--- config.mk ---
export PLATFORM = sky130hd
export DESIGN_NAME = logic_unit_pipe
export DESIGN_NICKNAME = d
export VERILOG_FILES = /design/src/rtl/logic_unit_pkg.sv /design/src/rtl/logic_unit_core.sv /design/src/rtl/logic_unit_pipe.sv
export SDC_FILE = /design/constraint.sdc
export NUM_CORES = 1
export LEC_CHECK = 0
export ABC_AREA = 1
export CORE_MARGIN = 8
export CORE_UTILIZATION = 43
export CTS_CLUSTER_DIAMETER = 200
export CTS_CLUSTER_SIZE = 24
export DETAILED_ROUTE_END_ITERATION = 16
export GPL_TIMING_DRIVEN = 0
export PLACE_DENSITY_LB_ADDON = 0.15
export SYNTH_ARGS = -nofsm -noshare
export SYNTH_HDL_FRONTEND = slang
export SYNTH_SLANG_ARGS = --single-unit
--- constraint.sdc ---
create_clock -name clk -period 1.46 [get_ports clk]
set_clock_uncertainty 0.15 [all_clocks]
set_input_delay 0.292 -clock clk [delete_from_list [all_inputs] [get_ports clk]]
set_output_delay 0.292 -clock clk [all_outputs]
set_load 0.1 [all_outputs]
--- src/rtl/logic_unit_pkg.sv ---
// Shared opcode encodings for the bitwise logic unit and anything that drives it.
package logic_unit_pkg;

    localparam int OP_W = 2;

    localparam logic [OP_W-1:0] OP_AND = 2'd0;
    localparam logic [OP_W-1:0] OP_OR  = 2'd1;
    localparam logic [OP_W-1:0] OP_XOR = 2'd2;
    localparam logic [OP_W-1:0] OP_MUX = 2'd3;

endpackage

--- src/rtl/logic_unit_core.sv ---
// Combinational W-bit bitwise operator: AND / OR / XOR / per-bit select between L and b.
module logic_unit_core
    import logic_unit_pkg::*;
#(
    parameter int W = 8
) (
    input  logic [W-1:0]    l_i,
    input  logic [W-1:0]    b_i,
    input  logic [W-1:0]    sel_i,
    input  logic [OP_W-1:0] op_i,
    output logic [W-1:0]    r_o
);

    always_comb begin
        r_o = '0;
        case (op_i)
            OP_AND:  r_o = l_i & b_i;
            OP_OR:   r_o = l_i | b_i;
            OP_XOR:  r_o = l_i ^ b_i;
            // sel bit 1 takes b, 0 takes the left operand
            default: r_o = (sel_i & b_i) | (~sel_i & l_i);
        endcase
    end

endmodule

--- src/rtl/logic_unit_pipe.sv ---
// Pipelined bitwise logic unit with accumulator, global-stall valid/ready flow control
// and registered zero/parity flags on the output stage.
module logic_unit_pipe
    import logic_unit_pkg::*;
#(
    parameter int W     = 8,
    parameter int DEPTH = 2
) (
    input  logic            clk,
    input  logic            rst,
    input  logic            in_valid,
    output logic            in_ready,
    input  logic [W-1:0]    a,
    input  logic [W-1:0]    b,
    input  logic [W-1:0]    sel,
    input  logic [OP_W-1:0] op,
    input  logic            acc_mode,
    input  logic            acc_clr,
    output logic            out_valid,
    input  logic            out_ready,
    output logic [W-1:0]    y,
    output logic            y_zero,
    output logic            y_par,
    output logic [W-1:0]    acc
);

    function automatic logic flag_zero(input logic [W-1:0] v);
        return ~|v;
    endfunction

    function automatic logic flag_par(input logic [W-1:0] v);
        return ^v;
    endfunction

    logic         stall;
    logic         accept;
    logic [W-1:0] left;
    logic [W-1:0] r;
    logic [W-1:0] acc_q, acc_d;
    logic         zero_q, par_q;
    logic [W-1:0] last_d;
    logic         last_v;

    assign stall    = out_valid & ~out_ready;
    assign in_ready = ~stall;
    assign accept   = in_valid & in_ready;

    assign left = acc_mode ? (acc_clr ? '0 : acc_q) : a;

    logic_unit_core #(.W(W)) u_core (
        .l_i   (left),
        .b_i   (b),
        .sel_i (sel),
        .op_i  (op),
        .r_o   (r)
    );

    // Accumulator updates on the same edge as the stage-1 load, so chained acc beats see it
    always_comb begin
        acc_d = acc_q;
        if (accept && acc_mode)
            acc_d = r;
        else if (acc_clr)
            acc_d = '0;
    end

    always_ff @(posedge clk) begin
        if (rst)
            acc_q <= '0;
        else
            acc_q <= acc_d;
    end

    assign acc = acc_q;

    // Stage i loads from stage i-1 (stage 0 from the core); data only moves with a valid beat
    for (genvar i = 0; i < DEPTH; i++) begin : g_stage
        logic [W-1:0] d_in;
        logic         v_in;
        logic [W-1:0] data_q;
        logic         vld_q;

        if (i == 0) begin : g_head
            assign d_in = r;
            assign v_in = accept;
        end else begin : g_tail
            assign d_in = g_stage[i-1].data_q;
            assign v_in = g_stage[i-1].vld_q;
        end

        always_ff @(posedge clk) begin
            if (rst) begin
                vld_q  <= 1'b0;
                data_q <= '0;
            end else if (!stall) begin
                vld_q <= v_in;
                if (v_in)
                    data_q <= d_in;
            end
        end
    end

    assign last_d    = g_stage[DEPTH-1].d_in;
    assign last_v    = g_stage[DEPTH-1].v_in;
    assign out_valid = g_stage[DEPTH-1].vld_q;
    assign y         = g_stage[DEPTH-1].data_q;

    // Output stage: flags captured alongside y
    always_ff @(posedge clk) begin
        if (rst) begin
            zero_q <= 1'b1;
            par_q  <= 1'b0;
        end else if (!stall && last_v) begin
            zero_q <= flag_zero(last_d);
            par_q  <= flag_par(last_d);
        end
    end

    assign y_zero = zero_q;
    assign y_par  = par_q;

endmodule

==> qor.csv, run 1 <==
metric,value,unit
Post-synth EDFFs,0,
final worst setup slack,-44.8,ps
Clock Power Share,24.5,%
GRT Overall Usage,15.4,%
H-tree depth,1,
Multi-input gate area,1330,µm²
initial DRC count,120,
Fmax,665,MHz
Worst-Margin Slew,272,ps
post-synthesis mux area share,0,%
Yosys warning total,0,
DRC viols,0,
sequential cell area,598,µm²
Post-Synth XOR/XNOR Area,0.952,%
largest net degree at the start of global routing,17,
CTS tree,yes,
CTS buffer count,3,
"Cell Area, Synth",1840,µm²
post-route insts no fill,412,
hold crit path type,in2reg,
Core Rows,23,
RSZ-0062 raised after global routing,yes,
Compound-Gate Fraction of Synth Area,16.6,%
CTS max path bufs,2,
Starting Density,45.3,%
final setup fails,4,
CP arrival,1060,ps
"Core Util, Final",77.5,%
Worst setup EP type,output pin,
number of fill cells,278,
Int Pwr,1.57,mW
Power Dens Cells,792,nW/µm²
simple-gate share of the synthesized area,28.3,%
max-cap viol count,0,
max_slew headroom,81.7,%
CTS Root Cell,clkbuf_8,
# port buffers,48,
crit path kind,reg2out,
Design Power,2.49,mW
crit share post-route,103,%
Final min period,1500,ps
vias in the first global route,1882,
WL final,6.11,mm
global-route wire length before repair,8.27,mm
status,"finished, violations left",
Synth Register Bits,28,
post-synthesis adder-cell area fraction,8.16,%
fin nets,407,
Synthesized Nets,322,
failing checks,setup timing,
area added between synthesis and finish,71.0,%
GPL Wtd Cong,0.793,
combinational power share,41.3,%
main combinational cell family by area after synthesis,simple AND/OR/NAND/NOR gates,
antenna violations before repair,0,
mean routed wirelength per cell,14.8,µm
hpwl dp,3.67,mm
WP data required,1020,ps
die area,6630,µm²
crit path max fanout,4,
via-per-instance ratio,5.27,
sequential area share after synthesis,30.5,%
DR vias,2170,
Placed Cells incl. Taps,376,
diode count,0,
"Clk Latency, worst-skew pair",280,ps
"Hold Violations, Final",0,
Hold WS,259,ps
sw power,0.925,mW
die span in y,81.4,µm
Peak VDD IR,654,µV
"Slew Viols, Final",0,
"FFs w/ async S/R, synth",0,%
Netlist cell types,23,
Sw Ratio,37.1,%
IO Count,52,
Pleak,1.50,nW
share of layout cells above drive strength 1,39.2,%
Die Width,81.4,µm
sequential share of power,34.2,%
Clock Pin Slew Worst Setup and Hold Paths,100,ps
clock sink count,28,
Worst Setup Start Kind,register,
average cell area after synthesis,6.62,µm²
Main synth FF type,dfxtp_1,
DR pass1 iterations,4,
cells after synthesis,278,
Core ar.,4060,µm²
Routed Antenna Nets,0,
total congestion overflow,0,
critical path, cell delays in order, from the launching register on:
cell and delay [ps]:
dfxtp_4 360, inv_2 40, nor2_4 160, inv_8 60
buf_12 160
synth_stat cells, types with 2 or more instances:
master    number  share of area [%]
a21oi_1       35                9.5
buf_6          6                3.7
clkbuf_1       2               0.41
dfxtp_1       28                 30
ha_1          12                8.2
inv_1         43                8.8
inv_2          2               0.41
inv_4          2               0.68
nand2_1       75                 15
nand2_4        2                1.2
nand3_1       24                6.5
nor2_1        11                2.2
nor2_4         2                1.2
o21ai_0       21                5.7
o21ai_1        5                1.4
final timing paths:
kind / startpoint / endpoint / slack [ps] / cells past startpoint
hold reg to reg: y_zero / y_zero / 340 / 2
setup reg to reg: acc[5] / acc[5] / -30 / 9
hold / removal: acc_clr / acc[2] / 260 / 4
setup / recovery: out_valid / in_ready / -40 / 4
cells by family after synthesis:
family                     Yosys count
and+or+nand+nor                    117
AOI/OAI and AO/OA                   61
buffers and inverters               58
DFF                                 28
adders and majority gates           12
xor gates and xnor gates             2
placed cells by master, fill, tap and decap left out, types with 4 or more instances in the layout:
cell             count
a21oi_1             24
a21oi_2             11
buf_4               42
buf_6               10
clkdlybuf4s50_1     14
dfxtp_1             16
dfxtp_4              9
dlygate4sd2_1        8
dlymetal6s2s_1       6
ha_4                 9
inv_1               42
nand2_1             59
nand2_2             13
nand2_4              5
nand3_1             13
nand3_2              7
nand3_4              4
nor2_1              11
o21ai_0             16
o21ai_1              6
flip-flops by register name, indices dropped and copies added (netlist names):
register / count
y: 8
g_stage.data_q: 8
y_zero: 1
out_valid: 1
y_par: 1
acc: 8
g_stage.vld_q: 1
power groups by stage:
stage | Combinational [mW] | Clock, mW | Sequential (mW)
after floorplan | 0.326 | 0 | 1.11
after global placement | 0.800 | 0 | 0.862
after detailed placement | 0.811 | 0 | 0.863
after CTS | 0.869 | 0.621 | 0.846
after global routing | 1.10 | 0.642 | 0.860
final | 1.03 | 0.611 | 0.851
metal layers:
layer / global-route usage, % / part of all wire [%] / up-vias
met1: 17.6 / 40 / 1004
met5: 0 / 0 / -
met4: 3.04 / 2.2 / 0
li1: - / - / 1063
met3: 4.64 / 7.2 / 18
met2: 27.5 / 51 / 85
stage by stage:
stage	setup TNS (ps)	instance area (µm²)	worst slack, ps
after floorplan	-1490	1930	-115
after global placement	-17450	2480	-1040
after detailed placement	-17410	2480	-1050
after CTS	-41.6	2710	-41.6
after global routing	-748	3150	-90.5
final	-101	3150	-44.8
cell type report:
type / instances / share of cell area (%)
inverter: 49 / 6.80
clock inverter: 1 / 0.955
buffer: 9 / 3.22
clock buffer: 3 / 1.31
sequential: 28 / 19.0
timing repair buffer: 80 / 24.4
tap: 50 / 1.99
multi-input combinational: 192 / 42.3
timing repair:
item / in CTS / in global routing
hold buffers: 0 / 0
setup endpoints to repair: 42 / 19
cloned: 0 / 2
setup buffers: 19 / 11
pin swaps: 46 / 34
gates resized for setup: 148 / 63
No activity file was read; power rests on OpenSTA's default activity.
==> run 2, diff against run 1 <==
==> constraint.sdc (replaced) <==
create_clock -name clk -period 1.3 [get_ports clk]
set_clock_uncertainty 0.15 [all_clocks]
set_input_delay 0.26 -clock clk [delete_from_list [all_inputs] [get_ports clk]]
set_output_delay 0.26 -clock clk [all_outputs]
set_load 0.1 [all_outputs]
==> qor.csv, run 2 (same netlist as run 1, synthesis figures left out) <==
metric,value,unit,change
status,"finished, violations left",,
failing checks,setup timing,,
Die Width,81.4,µm,unchanged
CTS Root Cell,clkbuf_8,,
diode count,0,,unchanged
Hold Path Origin,acc_clr,,
mean routed wirelength per cell,19.2,µm,+30%
fin nets,424,,+4.2%
initial DRC count,168,,+40%
Clock Pin Slew Worst Setup and Hold Paths,100,ps,about the same
"Slew Viols, Final",0,,unchanged
total congestion overflow,0,,unchanged
global-route wire length before repair,10.3,mm,+25%
CTS Hold Bufs,0,,unchanged
share of layout cells above drive strength 1,54.1,%,+15 points
Core Rows,23,,unchanged
GRT Overall Usage,19.3,%,+3.9 points
WP data required,1350,ps,+330 ps
vias in the first global route,2215,,+18%
"Hold Violations, Final",0,,unchanged
crit path kind,reg2reg,,
"commonest non-fill, non-tap cell in the layout",nand2_1,,
sequential cell area,612,µm²,+2.3%
RSZ-0062 raised after global routing,yes,,
via-per-instance ratio,5.55,,+5.4%
DRC viols,0,,unchanged
CP arrival,1640,ps,+580 ps
Setup WS pre-CTS,-1140,ps,-95.6 ps
DR vias,2381,,+9.7%
CTS tree,yes,,
setup tns final,-4090,ps,-3990 ps
"Clk Latency, worst-skew pair",280,ps,about the same
area added between synthesis and finish,94.7,%,
Fmax,629,MHz,
CTS max path bufs,2,,unchanged
antenna violations before repair,0,,unchanged
Power Dens Cells,855,nW/µm²,+8.0%
IO Count,52,,unchanged
Hold WS,289,ps,+29.5 ps
final setup fails,35,,+31
Starting Density,45.3,%,unchanged
# port buffers,48,,unchanged
GPL Wtd Cong,0.793,,about the same
reg2reg setup slack,-290,ps,-260 ps
Worst Hold End,acc[0],,
WL final,8.24,mm,+35%
most frequent cells in the layout,"52 x nand2_1, 40 x buf_4, 38 x inv_1",,
Peak VDD IR,887,µV,+36%
clock sink count,28,,unchanged
Design Power,3.06,mW,+23%
Hold Path Depth,4,,unchanged
die area,6630,µm²,unchanged
max_slew headroom,79.1,%,-2.6 points
R2R depth,9,,unchanged
hpwl dp,3.73,mm,+1.6%
H-tree depth,1,,unchanged
Worst Setup Start Kind,register,,
die span in y,81.4,µm,unchanged
crit share post-route,122,%,
max-cap viol count,0,,unchanged
CTS buffer count,3,,unchanged
Core ar.,4060,µm²,unchanged
hold crit path type,in2reg,,
DR pass1 iterations,6,,+2
Worst-Margin Slew,310,ps,+38.2 ps
largest net degree at the start of global routing,17,,unchanged
Worst R2R Start,acc[3],,
Multi-input gate area,1540,µm²,+15%
"Core Util, Final",88.3,%,+11 points
crit path max fanout,3,,-1
Pleak,1.58,nW,+5.8%
worst r2r dst,g_stage[0].data_q[3],,
number of fill cells,189,,-32%
Worst setup EP type,register,,
Routed Antenna Nets,0,,unchanged
final worst setup slack,-289,ps,-244 ps
Final min period,1590,ps,
-- run 2: cell count changes in the layout (fill, tap and decap cells not counted), moves of 7 or more --
| cell | change |
|---|---|
| dfxtp_1 | -11 |
| dfxtp_2 | +11 |
| nand2_1 | -7 |
| a21oi_1 | -11 |
| a21oi_2 | +11 |
| buf_6 | +9 |
-- run 2: through the flow --
step | cell area, µm² | std cells
global placement | 2490 | 376
CTS | 3210 | 419
finish | 3580 | 429
global route | 3580 | 429
detailed placement | 2490 | 376
floorplan | 1950 | 278
-- run 2: report_power, final --
group	total [mW]	internal (mW)	switching (mW)
Combinational	1.39	0.552	0.837
Sequential	0.982	0.921	0.0610
Clock	0.691	0.413	0.279
-- run 2: how the worst max path moves through the flow --
| stage | end | startpoint |
|---|---|---|
| global route | g_stage[0].data_q[3] | acc[3] |
| detailed placement | in_ready | out_ready |
| global placement | in_ready | out_ready |
| floorplan | y[6] | out_valid |
| CTS | in_ready | out_valid |
| finish | g_stage[0].data_q[3] | acc[3] |
-- run 2: area by class of cell --
cell class	count	area share, %
multi-input cells	192	42.9
clock inverters	1	0.839
inverters	49	5.84
flip-flops and latches	28	17.1
repair buffers	96	27.5
well taps	50	1.75
plain buffers	9	2.83
repair inverters	1	0.105
clock buffers	3	1.15
-- run 2: metal layers --
layer	track usage, %	vias to the layer above	share of wire, %	wire length, µm
li1	-	1088	-	-
met1	23.2	1137	37	3050
met2	33.8	125	52	4290
met3	4.42	31	6.9	566
met4	4.64	0	4.1	335
met5	0	-	0	0
-- run 2: repair_timing --
item / CTS / global route
resized for setup: 233 / 73
endpoints found under the setup margin: 45 / 39
setup buffers: 37 / 15
pin swaps: 59 / 34
gates cloned: 2 / 0
-- run 2: worst max-delay path, stage by stage, from the launching register on --
cell	delay, ps
dfxtp_4	380
nand3_4	100
nand2_4	70
ha_4	260
nand3_2	50
nand2_1	80
inv_1	60
nand2_1	100
nand2_2	90
a21oi_1	170
